**src/rtl/simpletest_sched.sv**
```systemverilog
// simpletest_sched: two-requester scheduler for a shared multi-cycle datapath.
// One operation is in flight at a time: IDLE -> BUSY (LATENCY cycles) -> RESP.
// The result is captured from the datapath and held until the consumer takes it.
// Optional macro SIMPLETEST_SCHED_FIXED_PRIO_EN: req0 always wins when both
// requesters are valid. Without it, arbitration is round-robin.
module simpletest_sched #(
    parameter int DW      = 8,
    parameter int LATENCY = 2
) (
    input  logic          clk,
    input  logic          rst,
    input  logic          req0_valid,
    output logic          req0_ready,
    input  logic [DW-1:0] req0_op1,
    input  logic [DW-1:0] req0_op2,
    input  logic [1:0]    req0_sel,
    input  logic          req0_key,
    input  logic          req1_valid,
    output logic          req1_ready,
    input  logic [DW-1:0] req1_op1,
    input  logic [DW-1:0] req1_op2,
    input  logic [1:0]    req1_sel,
    input  logic          req1_key,
    output logic [DW-1:0] dp_op1,
    output logic [DW-1:0] dp_op2,
    output logic [1:0]    dp_sel,
    output logic          dp_key,
    input  logic [DW-1:0] dp_out,
    output logic          rsp_valid,
    input  logic          rsp_ready,
    output logic [DW-1:0] rsp_data,
    output logic          rsp_id,
    output logic [15:0]   done_cnt
);

    typedef enum logic [1:0] {
        IDLE = 2'd0,
        BUSY = 2'd1,
        RESP = 2'd2
    } state_e;

    state_e        state_q, state_d;
    logic          ptr_q, ptr_d;          // index of the last granted requester
    logic [3:0]    cnt_q, cnt_d;          // remaining BUSY cycles
    logic [DW-1:0] dp_op1_q, dp_op1_d;
    logic [DW-1:0] dp_op2_q, dp_op2_d;
    logic [1:0]    dp_sel_q, dp_sel_d;
    logic          dp_key_q, dp_key_d;
    logic [DW-1:0] rsp_data_q, rsp_data_d;
    logic          rsp_id_q, rsp_id_d;
    logic [15:0]   done_cnt_q, done_cnt_d;

    logic          grant_any;             // at least one requester is pending
    logic          grant_id;              // requester that would win this cycle
    logic          accept;                // a request handshake happens this cycle

    // Arbitration: pick the winner among the pending requesters.
    always_comb begin
        grant_any = req0_valid | req1_valid;
`ifdef SIMPLETEST_SCHED_FIXED_PRIO_EN
        grant_id  = ~req0_valid;
`else
        if (req0_valid && req1_valid) begin
            grant_id = ~ptr_q;
        end else begin
            grant_id = ~req0_valid;
        end
`endif
    end

    // Readies are only offered in IDLE, and never while reset is held.
    always_comb begin
        accept     = rst && (state_q == IDLE) && grant_any;
        req0_ready = accept && !grant_id;
        req1_ready = accept &&  grant_id;
    end

    // Next-state and datapath/result register updates.
    always_comb begin
        // NOTE: every _d starts from its hold value so no branch can leave one unassigned and infer a latch.
        state_d    = state_q;
        ptr_d      = ptr_q;
        cnt_d      = cnt_q;
        dp_op1_d   = dp_op1_q;
        dp_op2_d   = dp_op2_q;
        dp_sel_d   = dp_sel_q;
        dp_key_d   = dp_key_q;
        rsp_data_d = rsp_data_q;
        rsp_id_d   = rsp_id_q;
        done_cnt_d = done_cnt_q;
        unique case (state_q)
            IDLE: begin
                if (grant_any) begin
                    dp_op1_d = grant_id ? req1_op1 : req0_op1;
                    dp_op2_d = grant_id ? req1_op2 : req0_op2;
                    dp_sel_d = grant_id ? req1_sel : req0_sel;
                    dp_key_d = grant_id ? req1_key : req0_key;
                    rsp_id_d = grant_id;
                    ptr_d    = grant_id;
                    cnt_d    = 4'(LATENCY);
                    state_d  = BUSY;
                end
            end
            BUSY: begin
                cnt_d = cnt_q - 4'd1;
                if (cnt_q == 4'd1) begin
                    rsp_data_d = dp_out;
                    state_d    = RESP;
                end
            end
            RESP: begin
                if (rsp_ready) begin
                    done_cnt_d = done_cnt_q + 16'd1;
                    state_d    = IDLE;
                end
            end
            default: begin
                state_d = IDLE;
            end
        endcase
    end

    // State registers; reset discards any in-flight operation.
    always_ff @(posedge clk or negedge rst) begin
        if (!rst) begin
            // NOTE: operand and result registers are reset as well because they drive outputs that must read 0 in reset.
            state_q    <= IDLE;
            ptr_q      <= 1'b1;
            cnt_q      <= '0;
            dp_op1_q   <= '0;
            dp_op2_q   <= '0;
            dp_sel_q   <= '0;
            dp_key_q   <= 1'b0;
            rsp_data_q <= '0;
            rsp_id_q   <= 1'b0;
            done_cnt_q <= '0;
        end else begin
            // NOTE: non-blocking so every register samples the pre-edge values together.
            state_q    <= state_d;
            ptr_q      <= ptr_d;
            cnt_q      <= cnt_d;
            dp_op1_q   <= dp_op1_d;
            dp_op2_q   <= dp_op2_d;
            dp_sel_q   <= dp_sel_d;
            dp_key_q   <= dp_key_d;
            rsp_data_q <= rsp_data_d;
            rsp_id_q   <= rsp_id_d;
            done_cnt_q <= done_cnt_d;
        end
    end

    assign rsp_valid = (state_q == RESP);
    assign rsp_data  = rsp_data_q;
    assign rsp_id    = rsp_id_q;
    assign dp_op1    = dp_op1_q;
    assign dp_op2    = dp_op2_q;
    assign dp_sel    = dp_sel_q;
    assign dp_key    = dp_key_q;
    assign done_cnt  = done_cnt_q;

endmodule

```
**config.mk**
```make
export PLATFORM = sky130hd
export DESIGN_NAME = simpletest_sched
export DESIGN_NICKNAME = d
export VERILOG_FILES = /design/src/rtl/simpletest_sched.sv
export SDC_FILE = /design/constraint.sdc
export NUM_CORES = 1
export LEC_CHECK = 0
export BUFFER_PORTS_ARGS = -buffer_cell sky130_fd_sc_hd__buf_2
export CORE_MARGIN = 2
export CORE_UTILIZATION = 51
export CTS_CLUSTER_DIAMETER = 80
export DETAILED_ROUTE_END_ITERATION = 12
export HOLD_SLACK_MARGIN = 0.1
export PLACE_DENSITY = 0.84
export SETUP_SLACK_MARGIN = 0.02
export SLEW_MARGIN = 10
export SYNTH_ARGS = -nofsm -noshare
export SYNTH_HDL_FRONTEND = slang
export SYNTH_SLANG_ARGS = --single-unit
```
**constraint.sdc**
```tcl
create_clock -name clk -period 3.2 [get_ports clk]
set_input_delay 0.48 -clock clk [delete_from_list [all_inputs] [get_ports clk]]
set_output_delay 0.48 -clock clk [all_outputs]
set_load 0.01 [all_outputs]
```
# Word level (Yosys, flattened, before mapping)
# Index checks and enable logic that the tools add are counted.
[word_totals]
rom_bits = 0
reg_bits = 51
out_inout_bits = 47
ram_bits = 0
in_bits = 51
memories = 0
latch_bits = 0
[op_classes]
n_eq_ne = 6
n_mul = 0
shifts = 0
bitwise_logic = 3
order_cmp = 0
mux = 11
add_sub_neg = 2
div = 0
reduce_logical = 13
[ops]
columns = ["cell", "n"]
rows = [
  ["$add A16 B1 Y16 const B", 1],
  ["$mux W8", 2],
  ["$mux W2", 4],
  ["$pmux W4 S2", 1],
  ["$reduce_and A2 Y1", 4],
  ["$pmux W2 S3", 1],
  ["$logic_and A1 B1 Y1", 5],
  ["$eq A4 B1 Y1 const B", 1],
  ["$mux W4", 1],
  ["$ne A2 B2 Y1 const B", 2],
  ["$sub A4 B1 Y4 const B", 1],
  ["$reduce_and A3 Y1", 1],
  ["$eq A2 B1 Y1 const B", 1],
  ["$eq A2 B2 Y1 const B", 1],
  ["$logic_not A2 Y1", 1],
  ["$mux W1", 2],
  ["$ne A2 B1 Y1 const B", 1],
  ["$not A1 Y1", 2],
  ["$reduce_bool A2 Y1", 1],
  ["$logic_not A1 Y1", 1],
  ["$or A1 B1 Y1", 1],
]

# Logic depth before layout (Yosys ltp)
# Gate-level depths: netlist of run 1.
[logic_depth]
ltp_word = 4
ltp_mapped = 5

# Worst setup path after synthesis of run 1
# No wires, ideal clock.
[synth_timing]
path_type = "input-to-output"
startpoint = "in req1_valid"
endpoint = "out req1_ready"
required_ns = 2.720
path_buffers = 1
stages = 4
path_slack_ns = 1.578
t_arrival_ns = 1.142
path_cell_list = "inv_1 > o21ai_2 > buf_4 > and3_1"
[synth_between]
elab_chain_len = 3
word_cells_on_any_way = 5
cone_classes = "mux: 1; bitwise: 1; reduce/logical: 3"
[synth_lines]
columns = ["item", "line_no", "source"]
rows = [
  ["start, declared", "18", "input logic req1_valid,"],
  ["$or A1 B1 Y1 or $logic_and A1 B1 Y1 (tied branches)", "59, 63", ""],
  ["$logic_and A1 B1 Y1 or $mux W1 (tied branches)", "73, 63", ""],
  ["$logic_and A1 B1 Y1 *", "75", "req1_ready = accept && grant_id;"],
  ["end, declared", "19", "output logic req1_ready,"],
]
# Every way passes the cells marked *; elsewhere a longest branch is shown, timed or not.

# Worst setup path in the final report of run 1
[layout_timing]
startpoint = "reg state_q[1]"
endpoint = "out req0_ready"
[layout_between]
elab_chain_len = 4
[layout_lines]
columns = ["item", "line_no", "source"]
rows = [
  ["start, declared", "42", "state_e state_q, state_d;"],
  ["start signal, assigned", "139", "state_q <= state_d;"],
  ["$logic_not A2 Y1", "73", "accept = rst && (state_q == IDLE) && grant_any;"],
  ["$logic_and A1 B1 Y1 (2 in a row)", "73", ""],
  ["$logic_and A1 B1 Y1", "74", "req0_ready = accept && !grant_id;"],
  ["end, declared", "13", "output logic req0_ready,"],
]
# Every way passes these cells.

==> results of run 1 <==
## through the flow
stage                     instances  area, sq um  hold slack, ns
final                           355         2940           0.148
after global routing            355         2940           0.176
after CTS                       355         2940           0.161
after detailed placement        347         2850           0.466
after global placement          347         2850           0.455
after floorplan                 204         2360           0.184
## sequential cells by signal (all words and copies together), names as in the netlist
signal and cells:
dp_op1 8, rsp_data 8, done_cnt 16, dp_key 1, dp_op2 8, cnt_q 4
ptr_q 1, state_q 2, rsp_id 1, dp_sel 2
## cells in the final DEF, fill, tap and decap left out, types with 2 or more instances in the layout
cell	netlist	final
a22o_1	2	2
and3_1	2	2
buf_2	2	97
buf_4	2	2
clkbuf_8	0	5
dfrtp_1	50	50
ha_1	3	3
inv_1	4	4
mux2_2	10	10
mux2i_1	19	19
nand2_1	27	27
nand3_1	5	5
nand4_1	5	5
nor2_1	12	12
nor3_1	3	3
o21ai_0	17	17
o21ai_1	5	5
xnor2_1	10	10
xor2_1	5	5
## layer usage
metal | vias up | part of all wire [%] | global-route usage, %
met5 | - | 0 | 0
met3 | 10 | 4.3 | 4.31
met2 | 58 | 54 | 34.9
met4 | 0 | 1.9 | 6.29
li1 | 901 | - | -
met1 | 882 | 40 | 20.9
## worst paths after layout
| kind | to | slack, ns | cells past startpoint | start |
|---|---|---|---|---|
| max | req0_ready | 1.05 | 4 | state_q[1] |
| min reg2reg | done_cnt[15] | 0.47 | 1 | done_cnt[15] |
| max reg2reg | rsp_data[3] | 1.63 | 5 | cnt_q[1] |
| min in group clk | rsp_data[1] | 0.41 | 2 | dp_out[1] |
| min | dp_sel[1] | 0.15 | 1 | rst |
| max in group asynchronous | ptr_q | 2.24 | 2 | rst |
## cell families (layout without fill, tap and decap cells)
group           Yosys count  after routing  synth area share, %
compound gates           27             27                 6.42
xor+xnor                 15             15                 5.57
fa+ha+maj                 3              3                 1.59
buf+inv                  12            111                 3.61
flops                    51             51                 54.2
mux                      29             29                 12.8
simple gates             67             67                 15.8
## report_power, final
part / internal (mW) / leakage, nW / switching (mW)
registers: 0.876 / 0.644 / 0.149
clock network: 0.153 / 0.0412 / 0.200
logic: 0.388 / 0.922 / 0.424
## layout make-up
class	count	area [sq um]
clock inverter	2	12.5
inverter	4	15.0
multi-input combinational	141	995
timing repair buffer	99	500
fill	365	1480
clock buffer	6	72.6
tap	52	65.1
sequential	51	1280
## critical path, cell delays in order (launching register included)
cell,delay [ns]
dfrtp_1,0.53
nor3_1,0.48
nand2_1,0.12
nor2_1,0.11
buf_2,0.14
==> summary.md, run 1 <==
| Metric | Value |
|---|---|
| Gr ovfl total | `0` |
| Synth Cell Area | `2360 sq um` |
| Period minus WS final | `2.15 ns` |
| Largest net degree at the start of global routing | `41` |
| ANT nets after route | `0` |
| Clk_lat worst skew | `0.29 ns` |
| Cell taking the most area after synthesis | `dfrtp_1` |
| RSZ-0062 raised after global routing | `no` |
| PortBufs | `97` |
| Final Util | `66.6%` |
| Number of synthesized flops with an enable pin | `0` |
| Ratio of cells with drive above 1 in the final layout | `41.3%` |
| Post-Place Setup Slack | `1.39 ns` |
| CTS H-Tree Depth | `2` |
| DR WL/cell | `13.5 um` |
| Slew headroom | `64.8%` |
| Startpoint Class | `register` |
| Critical path type | `reg2out` |
| Crit Path Max Fanout | `10` |
| Final Cycle Share | `67.3%` |
| Yosys top cell area share | `53.1%` |
| Number of global-route vias before repair | `1757` |
| IO Pins | `98` |
| GP Congestion | `0.813` |
| Tot GR Track Use | `18.7%` |
| Cell with the most instances after synthesis | `dfrtp_1` |
| Post-CTS setup buffers | `0` |
| Vias per cell | `5.21` |
| FP Rows | `24` |
| Ys Warns | `0` |
| First-pass GRT wire length | `7.69 mm` |
| PD cells | `745 nW/um^2` |
| Synthesized Nets | `258` |
| Drt pass-1 iters | `4` |
| Post-synthesis sequential area ratio | `54.2%` |
| Post-Route WL | `4.79 mm` |
| Asr flop ratio synth | `100%` |
| Syn_area_per_cell | `11.6 sq um` |
| Peak VDD IR | `0.353 mV` |
| Min setup slack post-route | `1.05 ns` |
| Die area | `5180 sq um` |
| Final hold violations | `0` |
| Antenna violations before repair | `0` |
| Synth Instances | `204` |
| Layout area overhead | `24.6%` |
| Vias post-DR | `1851` |
| DRC | `0` |
| Total of max-cap violations | `0` |
| Worst slew pin tran | `0.527 ns` |
| HP Class | `in2async` |
| Number of synthesized register bits | `51` |
| Core Region | `4410 sq um` |
| Bufs on Longest Clock Path | `2` |
| Nets@finish | `356` |
| Fmax | `0.465 GHz` |
| Root Buffer | `clkbuf_8` |
| Main area contributors after synthesis | `dfrtp_1 (53%), mux2i_1 (8.1%), mux2_2 (4.8%)` |
| Die width | `72.0 um` |
| Endpoint type of the worst setup path | `output port` |
| Pins over their slew limit | `0` |
| Synth cell types | `36` |
| Worst-path clk slew | `0.09 ns` |
| Resized cells post-CTS | `0` |
| Commonest cells in the netlist | `dfrtp_1 (50), nand2_1 (27), mux2i_1 (19), o21ai_0 (17), nor2_1 (12)` |
| Fin Setup TNS | `0 ns` |
| CTS tree | `yes` |
| Worst clock skew | `0.00681 ns` |
| Antenna cells | `0` |
| Main synth FF type | `dfrtp_1` |
| CTS Buf Count | `5` |
| Die Y | `72.0 um` |
| CP Data Required Time | `2.72 ns` |
| Post-CTS Hold Buffers | `0` |
| Initial DRC Count | `69` |
| Pleak | `1.61 nW` |
| CP arrival | `1.67 ns` |
| Starting utilization of the core area | `53.4%` |
| Detailed placement HPWL | `3.68 mm` |
| Total Power | `2.19 mW` |
| Status | `complete, no violations` |
| Clk sink count | `51` |
| Finish-stage setup viols | `0` |
Power figures use the tool's default switching activity.
==> inputs of run 2 (changes only) <==
--- a/config.mk
+++ b/config.mk
@@ -5,13 +5,14 @@
 export SDC_FILE = /design/constraint.sdc
 export NUM_CORES = 1
 export LEC_CHECK = 0
+export ABC_AREA = 1
 export BUFFER_PORTS_ARGS = -buffer_cell sky130_fd_sc_hd__buf_2
 export CORE_MARGIN = 2
-export CORE_UTILIZATION = 51
+export CORE_UTILIZATION = 48
 export CTS_CLUSTER_DIAMETER = 80
 export DETAILED_ROUTE_END_ITERATION = 12
 export HOLD_SLACK_MARGIN = 0.1
-export PLACE_DENSITY = 0.84
+export PLACE_DENSITY = 0.79
 export SETUP_SLACK_MARGIN = 0.02
 export SLEW_MARGIN = 10
 export SYNTH_ARGS = -nofsm -noshare
==> constraint.sdc (replaced) <==
create_clock -name clk -period 2 [get_ports clk]
set_input_delay 0.3 -clock clk [delete_from_list [all_inputs] [get_ports clk]]
set_output_delay 0.3 -clock clk [all_outputs]
set_load 0.01 [all_outputs]
==> summary.md, run 2 <==
| Metric | Value |
|---|---|
| Status | `complete, no violations` |
| PD cells | `1190 nW/um^2 (+60%)` |
| Detailed placement HPWL | `4.09 mm (+11%)` |
| Startpoint Class | `register` |
| Layout area overhead | `26.3%` |
| Post-CTS setup buffers | `0 (unchanged)` |
| Vias per cell | `4.87 (-6.7%)` |
| Cell taking the most area after synthesis | `dfrtp_1` |
| Main synth FF type | `dfrtp_1` |
| Worst-path clk slew | `0.09 ns (about the same)` |
| Die Y | `75.1 um (+4.3%)` |
| R2r startpoint | `done_cnt[1]` |
| Endpoint type of the worst setup path | `output port` |
| Synthesized Nets | `346 (+34%)` |
| Most frequent cells in the layout | `buf_2 (97), nand2_1 (74), dfrtp_1 (50), o21ai_0 (41), nor2_1 (34)` |
| Clk sink count | `51 (unchanged)` |
| HP Class | `in2async` |
| DRC | `0 (unchanged)` |
| Cell with the most instances after synthesis | `nand2_1` |
| Synth Instances | `292 (+43%)` |
| Main area contributors after synthesis | `dfrtp_1 (52%), nand2_1 (11%), o21ai_0 (8.5%)` |
| CTS H-Tree Depth | `2 (unchanged)` |
| Antenna violations before repair | `0 (unchanged)` |
| Die area | `5640 sq um (+8.8%)` |
| PortBufs | `97 (unchanged)` |
| Yosys top cell area share | `51.6% (-1.5 points)` |
| Largest net degree at the start of global routing | `52 (+27%)` |
| IO Pins | `98 (unchanged)` |
| Critical path type | `reg2out` |
| Slew headroom | `58.2% (-6.6 points)` |
| Largest stage delay, worst path | `0.47 ns (-0.06 ns)` |
| Crit. Startpoint | `state_q[1]` |
| Total of max-cap violations | `0 (unchanged)` |
| GP Congestion | `0.861 (+5.9%)` |
| CP Buf/Inv Count | `3 (+2)` |
| ANT nets after route | `0 (unchanged)` |
| Slowest CP cell | `dfrtp_1` |
| Synth cell types | `26 (-28%)` |
| Starting utilization of the core area | `50.7% (-2.7 points)` |
| CP arrival | `1.53 ns (-0.14 ns)` |
| Core Region | `4790 sq um (+8.4%)` |
| CP delay by family, top | `flip-flops` |
| FP Rows | `25 (+4.2%)` |
| Commonest cells in the netlist | `nand2_1 (74), dfrtp_1 (50), o21ai_0 (41), nor2_1 (34), inv_1 (33)` |
| Drt pass-1 iters | `4 (unchanged)` |
| CTS Buf Count | `5 (unchanged)` |
| Number of synthesized register bits | `51 (unchanged)` |
| Worst slew pin tran | `0.627 ns (+0.0990 ns)` |
| Root Buffer | `clkbuf_8` |
| Finish-stage setup viols | `0 (unchanged)` |
| Fmax | `0.547 GHz` |
| CTS tree | `yes` |
| Largest register FFs | `16 (unchanged)` |
| Final Cycle Share | `91.4%` |
| Number of synthesized flops with an enable pin | `0 (unchanged)` |
| Bufs on Longest Clock Path | `2 (unchanged)` |
| Ratio of cells with drive above 1 in the final layout | `30.0% (-11 points)` |
| Crit Path Max Fanout | `7 (-3)` |
| Pins over their slew limit | `0 (unchanged)` |
| Tot GR Track Use | `20.8% (+2.1 points)` |
| Initial DRC Count | `91 (+32%)` |
| Most used cell along the critical path | `inv_1` |
| Worst clock skew | `0.00781 ns (+0.000999 ns)` |
| Final hold violations | `0 (unchanged)` |
| Peak VDD IR | `0.754 mV (+110%)` |
| Final Util | `64.0% (-2.6 points)` |
| Synth Cell Area | `2420 sq um (+2.9%)` |
| Cell Chain, Critical Path | `inv_1 > nand2_1 > nor2_2 > inv_1 > nor3_1 > buf_2` |
| Clk_lat worst skew | `0.31 ns (+0.02 ns)` |
| Post-CTS Hold Buffers | `0 (unchanged)` |
| Antenna cells | `0 (unchanged)` |
| Syn_area_per_cell | `8.30 sq um (-28%)` |
| Pleak | `1.69 nW (+4.9%)` |
| Vias post-DR | `2238 (+21%)` |
| Nets@finish | `446 (+25%)` |
| Number of global-route vias before repair | `2080 (+18%)` |
| Fin Setup TNS | `0 ns (unchanged)` |
| Resized cells post-CTS | `0 (unchanged)` |
| Period minus WS final | `1.83 ns` |
| Die width | `75.1 um (+4.3%)` |
| Asr flop ratio synth | `100% (unchanged)` |
| Post-synthesis sequential area ratio | `52.7% (-1.5 points)` |
| Commonest non-fill, non-tap cell in the layout | `buf_2` |
| CP Data Required Time | `1.70 ns (-1.02 ns)` |
| DR WL/cell | `11.9 um (-12%)` |
| Layout fillers | `436 (+19%)` |
| Ys Warns | `0 (unchanged)` |
| RSZ-0062 raised after global routing | `no` |
| Gr ovfl total | `0 (unchanged)` |
| Post-Route WL | `5.47 mm (+14%)` |
| First-pass GRT wire length | `9.01 mm (+17%)` |
run 2: routing by layer:
metal / track usage, % / wire (um) / up-vias
met5: 0 / 0 / -
met4: 7.14 / 95 / 0
met3: 4.42 / 220 / 9
met2: 36.9 / 2820 / 47
met1: 24.8 / 2340 / 1058
li1: - / - / 1124
run 2: final timing paths:
path	end	cells after the start	slack [ns]
worst max-delay path	req0_ready	6	0.17
worst min register to register	dp_op1[6]	2	0.49
worst max register to register	done_cnt[10]	7	0.55
worst min-delay path	dp_op2[2]	2	0.13
max in group asynchronous	dp_op1[0]	2	1.44
min in group clk	state_q[1]	2	0.24
run 2: final cells by class:
| cell class | count | area (sq um) | area share, % |
|---|---|---|---|
| timing repair buffer | 102 | 523 | 17.1 |
| clock inverter | 3 | 15.0 | 0.490 |
| sequential | 51 | 1280 | 41.7 |
| clock buffer | 5 | 68.8 | 2.25 |
| inverter | 34 | 129 | 4.21 |
| multi-input combinational | 198 | 965 | 31.5 |
| tap | 67 | 83.8 | 2.74 |
run 2: kinds of logic after synthesis:
| group | count (synthesis) | share of synthesized area [%] |
|---|---|---|
| AND/OR/NAND/NOR | 128 | 22.9 |
| AO/OA/AOI/OAI | 58 | 12.1 |
| adder cells (fa/ha/maj) | 3 | 1.55 |
| buffers and inverters | 43 | 7.53 |
| flip-flops | 51 | 52.7 |
| XOR/XNOR | 9 | 3.25 |
run 2: per-stage QoR:
step	cells	instance area (sq um)	total power, mW	setup slack [ns]	hold slack (ns)
global route	460	3060	3.97	0.0573	0.190
floorplan	292	2420	2.55	0.482	0.00441
CTS	460	3060	3.70	0.149	0.154
finish	460	3060	3.66	0.172	0.132
global placement	452	2980	3.07	0.521	0.461
detailed placement	452	2980	3.12	0.493	0.468
run 2: power breakdown:
part           internal [mW]  switching [mW]  leakage, nW
registers               1.41           0.220        0.639
logic                  0.576           0.878         1.00
clock network          0.240           0.330       0.0477
==> inputs of run 3 (changes only) <==
--- a/config.mk
+++ b/config.mk
@@ -8,11 +8,12 @@
 export ABC_AREA = 1
 export BUFFER_PORTS_ARGS = -buffer_cell sky130_fd_sc_hd__buf_2
 export CORE_MARGIN = 2
-export CORE_UTILIZATION = 48
+export CORE_UTILIZATION = 45
+export CTS_BUF_LIST = sky130_fd_sc_hd__clkbuf_4 sky130_fd_sc_hd__clkbuf_8
 export CTS_CLUSTER_DIAMETER = 80
 export DETAILED_ROUTE_END_ITERATION = 12
 export HOLD_SLACK_MARGIN = 0.1
-export PLACE_DENSITY = 0.79
+export PLACE_DENSITY = 0.78
 export SETUP_SLACK_MARGIN = 0.02
 export SLEW_MARGIN = 10
 export SYNTH_ARGS = -nofsm -noshare
==> constraint.sdc (replaced) <==
create_clock -name clk -period 1.6 [get_ports clk]
set_input_delay 0.24 -clock clk [delete_from_list [all_inputs] [get_ports clk]]
set_output_delay 0.24 -clock clk [all_outputs]
set_load 0.01 [all_outputs]
==> summary.md, run 3 (same netlist as run 2, synthesis figures left out) <==
| Metric | Value |
|---|---|
| Starting utilization of the core area | `47.2% (-3.5 points)` |
| Nets@finish | `456 (+2.2%)` |
| CP delay by family, top | `flip-flops` |
| Detailed placement HPWL | `4.20 mm (+2.7%)` |
| Fin cells | `473 (+2.8%)` |
| Sw power | `1.84 mW (+29%)` |
| Vias per cell | `4.90 (+0.64%)` |
| Largest register FFs | `16 (unchanged)` |
| Root Buffer | `clkbuf_8` |
| CP arrival | `1.34 ns (-0.19 ns)` |
| Post-route cell area | `3180 sq um (+3.9%)` |
| Vias post-DR | `2316 (+3.5%)` |
| Placed cell count | `456 (+0.88%)` |
| Clock network fraction of design power | `16.9% (+1.3 points)` |
| Critical path type | `reg2out` |
| Min setup slack post-route | `0.0162 ns (-0.156 ns)` |
| Sequential power share | `42.5% (-2.2 points)` |
| Largest net degree at the start of global routing | `52 (unchanged)` |
| Cell Chain, Critical Path | `inv_2 > a21oi_2 > inv_2 > nand2_2 > nor2_1 > buf_2` |
| Switching Fraction | `38.0% (-1.0 points)` |
| Gr ovfl total | `0 (unchanged)` |
| Worst slew pin tran | `0.636 ns (+0.00989 ns)` |
| Bufs on Longest Clock Path | `2 (unchanged)` |
| CTS H-Tree Depth | `2 (unchanged)` |
| CTS tree | `yes` |
| Layout area overhead | `31.2%` |
| DR WL/cell | `12.4 um (+4.6%)` |
| Worst-path clk slew | `0.09 ns (about the same)` |
| Comb pwr share | `40.6% (+0.9 points)` |
| Drt pass-1 iters | `4 (unchanged)` |
| Pint | `2.99 mW (+34%)` |
| Antenna cells | `0 (unchanged)` |
| PortBufs | `97 (unchanged)` |
| GP Congestion | `0.833 (-3.2%)` |
| Clk sink count | `51 (unchanged)` |
| Slew headroom | `57.6% (-0.66 points)` |
| Number of global-route vias before repair | `2269 (+9.1%)` |
| Fmax | `0.631 GHz` |
| First-pass GRT wire length | `9.83 mm (+9.1%)` |
| Initial DRC Count | `134 (+47%)` |
| Slowest CP cell | `dfstp_2` |
| Tot GR Track Use | `20.2% (-0.57 points)` |
| RSZ-0062 raised after global routing | `yes` |
| CP Buf/Inv Count | `3 (unchanged)` |
| Pleak | `1.74 nW (+3.3%)` |
| PD cells | `1520 nW/um^2 (+27%)` |
| Startpoint Class | `register` |
| Area post-placement | `2990 sq um (+0.38%)` |
| FP Rows | `26 (+4.0%)` |
| Die Y | `77.4 um (+3.1%)` |
| Most frequent cells in the layout | `buf_2 (97), nand2_1 (72), dfrtp_1 (50), o21ai_0 (41), nor2_1 (33)` |
| CP Data Required Time | `1.36 ns (-0.34 ns)` |
| IO Pins | `98 (unchanged)` |
| Ratio of cells with drive above 1 in the final layout | `33.5% (+3.5 points)` |
| Status | `complete, no violations` |
| DRC | `0 (unchanged)` |
| Clk_lat worst skew | `0.30 ns (about the same)` |
| Antenna violations before repair | `0 (unchanged)` |
| Most used cell along the critical path | `inv_2` |
| Pins over their slew limit | `0 (unchanged)` |
| Total of max-cap violations | `0 (unchanged)` |
| Worst clock skew | `0.00500 ns (-0.00281 ns)` |
| Die width | `77.4 um (+3.1%)` |
| Post-Place Setup Slack | `-0.110 ns (-0.603 ns)` |
| Commonest non-fill, non-tap cell in the layout | `buf_2` |
| Largest stage delay, worst path | `0.53 ns (+0.06 ns)` |
| Final Cycle Share | `99.0%` |
| Post-Route WL | `5.88 mm (+7.5%)` |
| Core Region | `5140 sq um (+7.4%)` |
| Period minus WS final | `1.58 ns` |
| Endpoint type of the worst setup path | `output port` |
| Final hold violations | `0 (unchanged)` |
| Peak VDD IR | `0.965 mV (+28%)` |
| ANT nets after route | `0 (unchanged)` |
| Finish-stage setup viols | `0 (unchanged)` |
| Die area | `5990 sq um (+6.3%)` |
| HP Class | `in2async` |
| Crit Path Max Fanout | `4 (-3)` |
| CTS Buf Count | `5 (unchanged)` |
[run 3: metal layers]
| metal | vias up | global-route usage (%) | routed length [um] |
|---|---|---|---|
| met5 | - | 0 | 0 |
| met1 | 1094 | 24.4 | 2530 |
| met2 | 68 | 35.9 | 2970 |
| li1 | 1143 | - | - |
| met3 | 11 | 3.49 | 256 |
| met4 | 0 | 7.68 | 128 |
[run 3: worst register-to-register path, cell delays in order, from the launching register on]
cell and delay (ns):
dfstp_2 0.53, inv_2 0.04, a21oi_2 0.15, inv_2 0.08
buf_4 0.15, buf_4 0.18, nor2_1 0.09, o21ai_0 0.09
[run 3: timing repair]
| item | 4_1_cts | 5_1_grt |
|---|---|---|
| gates resized for setup | 6 | 3 |
| pin swaps | 4 | 3 |
| endpoints found under the setup margin | 22 | 4 |
| gates cloned | 1 | 0 |
| hold buffers | 0 | 0 |
| buffers inserted | 5 | 3 |
[run 3: cell type report]
type	count	area, sq um
Clock buffer	8	104
Sequential cell	51	1280
Inverter	34	129
Timing Repair Buffer	111	591
Multi-Input combinational cell	199	993
Fill cell	476	1960
Tap cell	70	87.6
[run 3: through the flow]
stage / utilization, % / hold slack [ns] / setup TNS [ns] / total power [mW]
6_report: 61.9 / 0.0825 / 0 / 4.83
5_1_grt: 61.9 / 0.146 / -0.0866 / 5.24
4_1_cts: 61.3 / 0.100 / -0.0174 / 4.82
3_5_place_dp: 58.2 / 0.434 / -1.41 / 3.89
3_3_place_gp: 58.2 / 0.439 / -0.481 / 3.82
2_1_floorplan: - / -0.0556 / 0 / 3.18
[run 3: final timing paths]
kind,start,end,slack (ns),cells past startpoint
hold / removal,rst,dp_key,0.08,2
setup reg to reg,ptr_q,dp_op1[7],0.17,7
setup / recovery,ptr_q,req1_ready,0.02,6
max in group asynchronous,rst,done_cnt[14],1.08,2
min in group clk,dp_out[6],rsp_data[6],0.18,3
hold reg to reg,dp_op2[7],dp_op2[7],0.48,2
[run 3: power by group through the flow]
stage / registers, mW / clock network [mW] / logic (mW)
floorplan: 2.24 / 0 / 0.944
global placement: 2.05 / 0 / 1.78
detailed placement: 2.06 / 0 / 1.83
CTS: 2.05 / 0.844 / 1.92
global route: 2.12 / 0.891 / 2.23
finish: 2.06 / 0.814 / 1.96
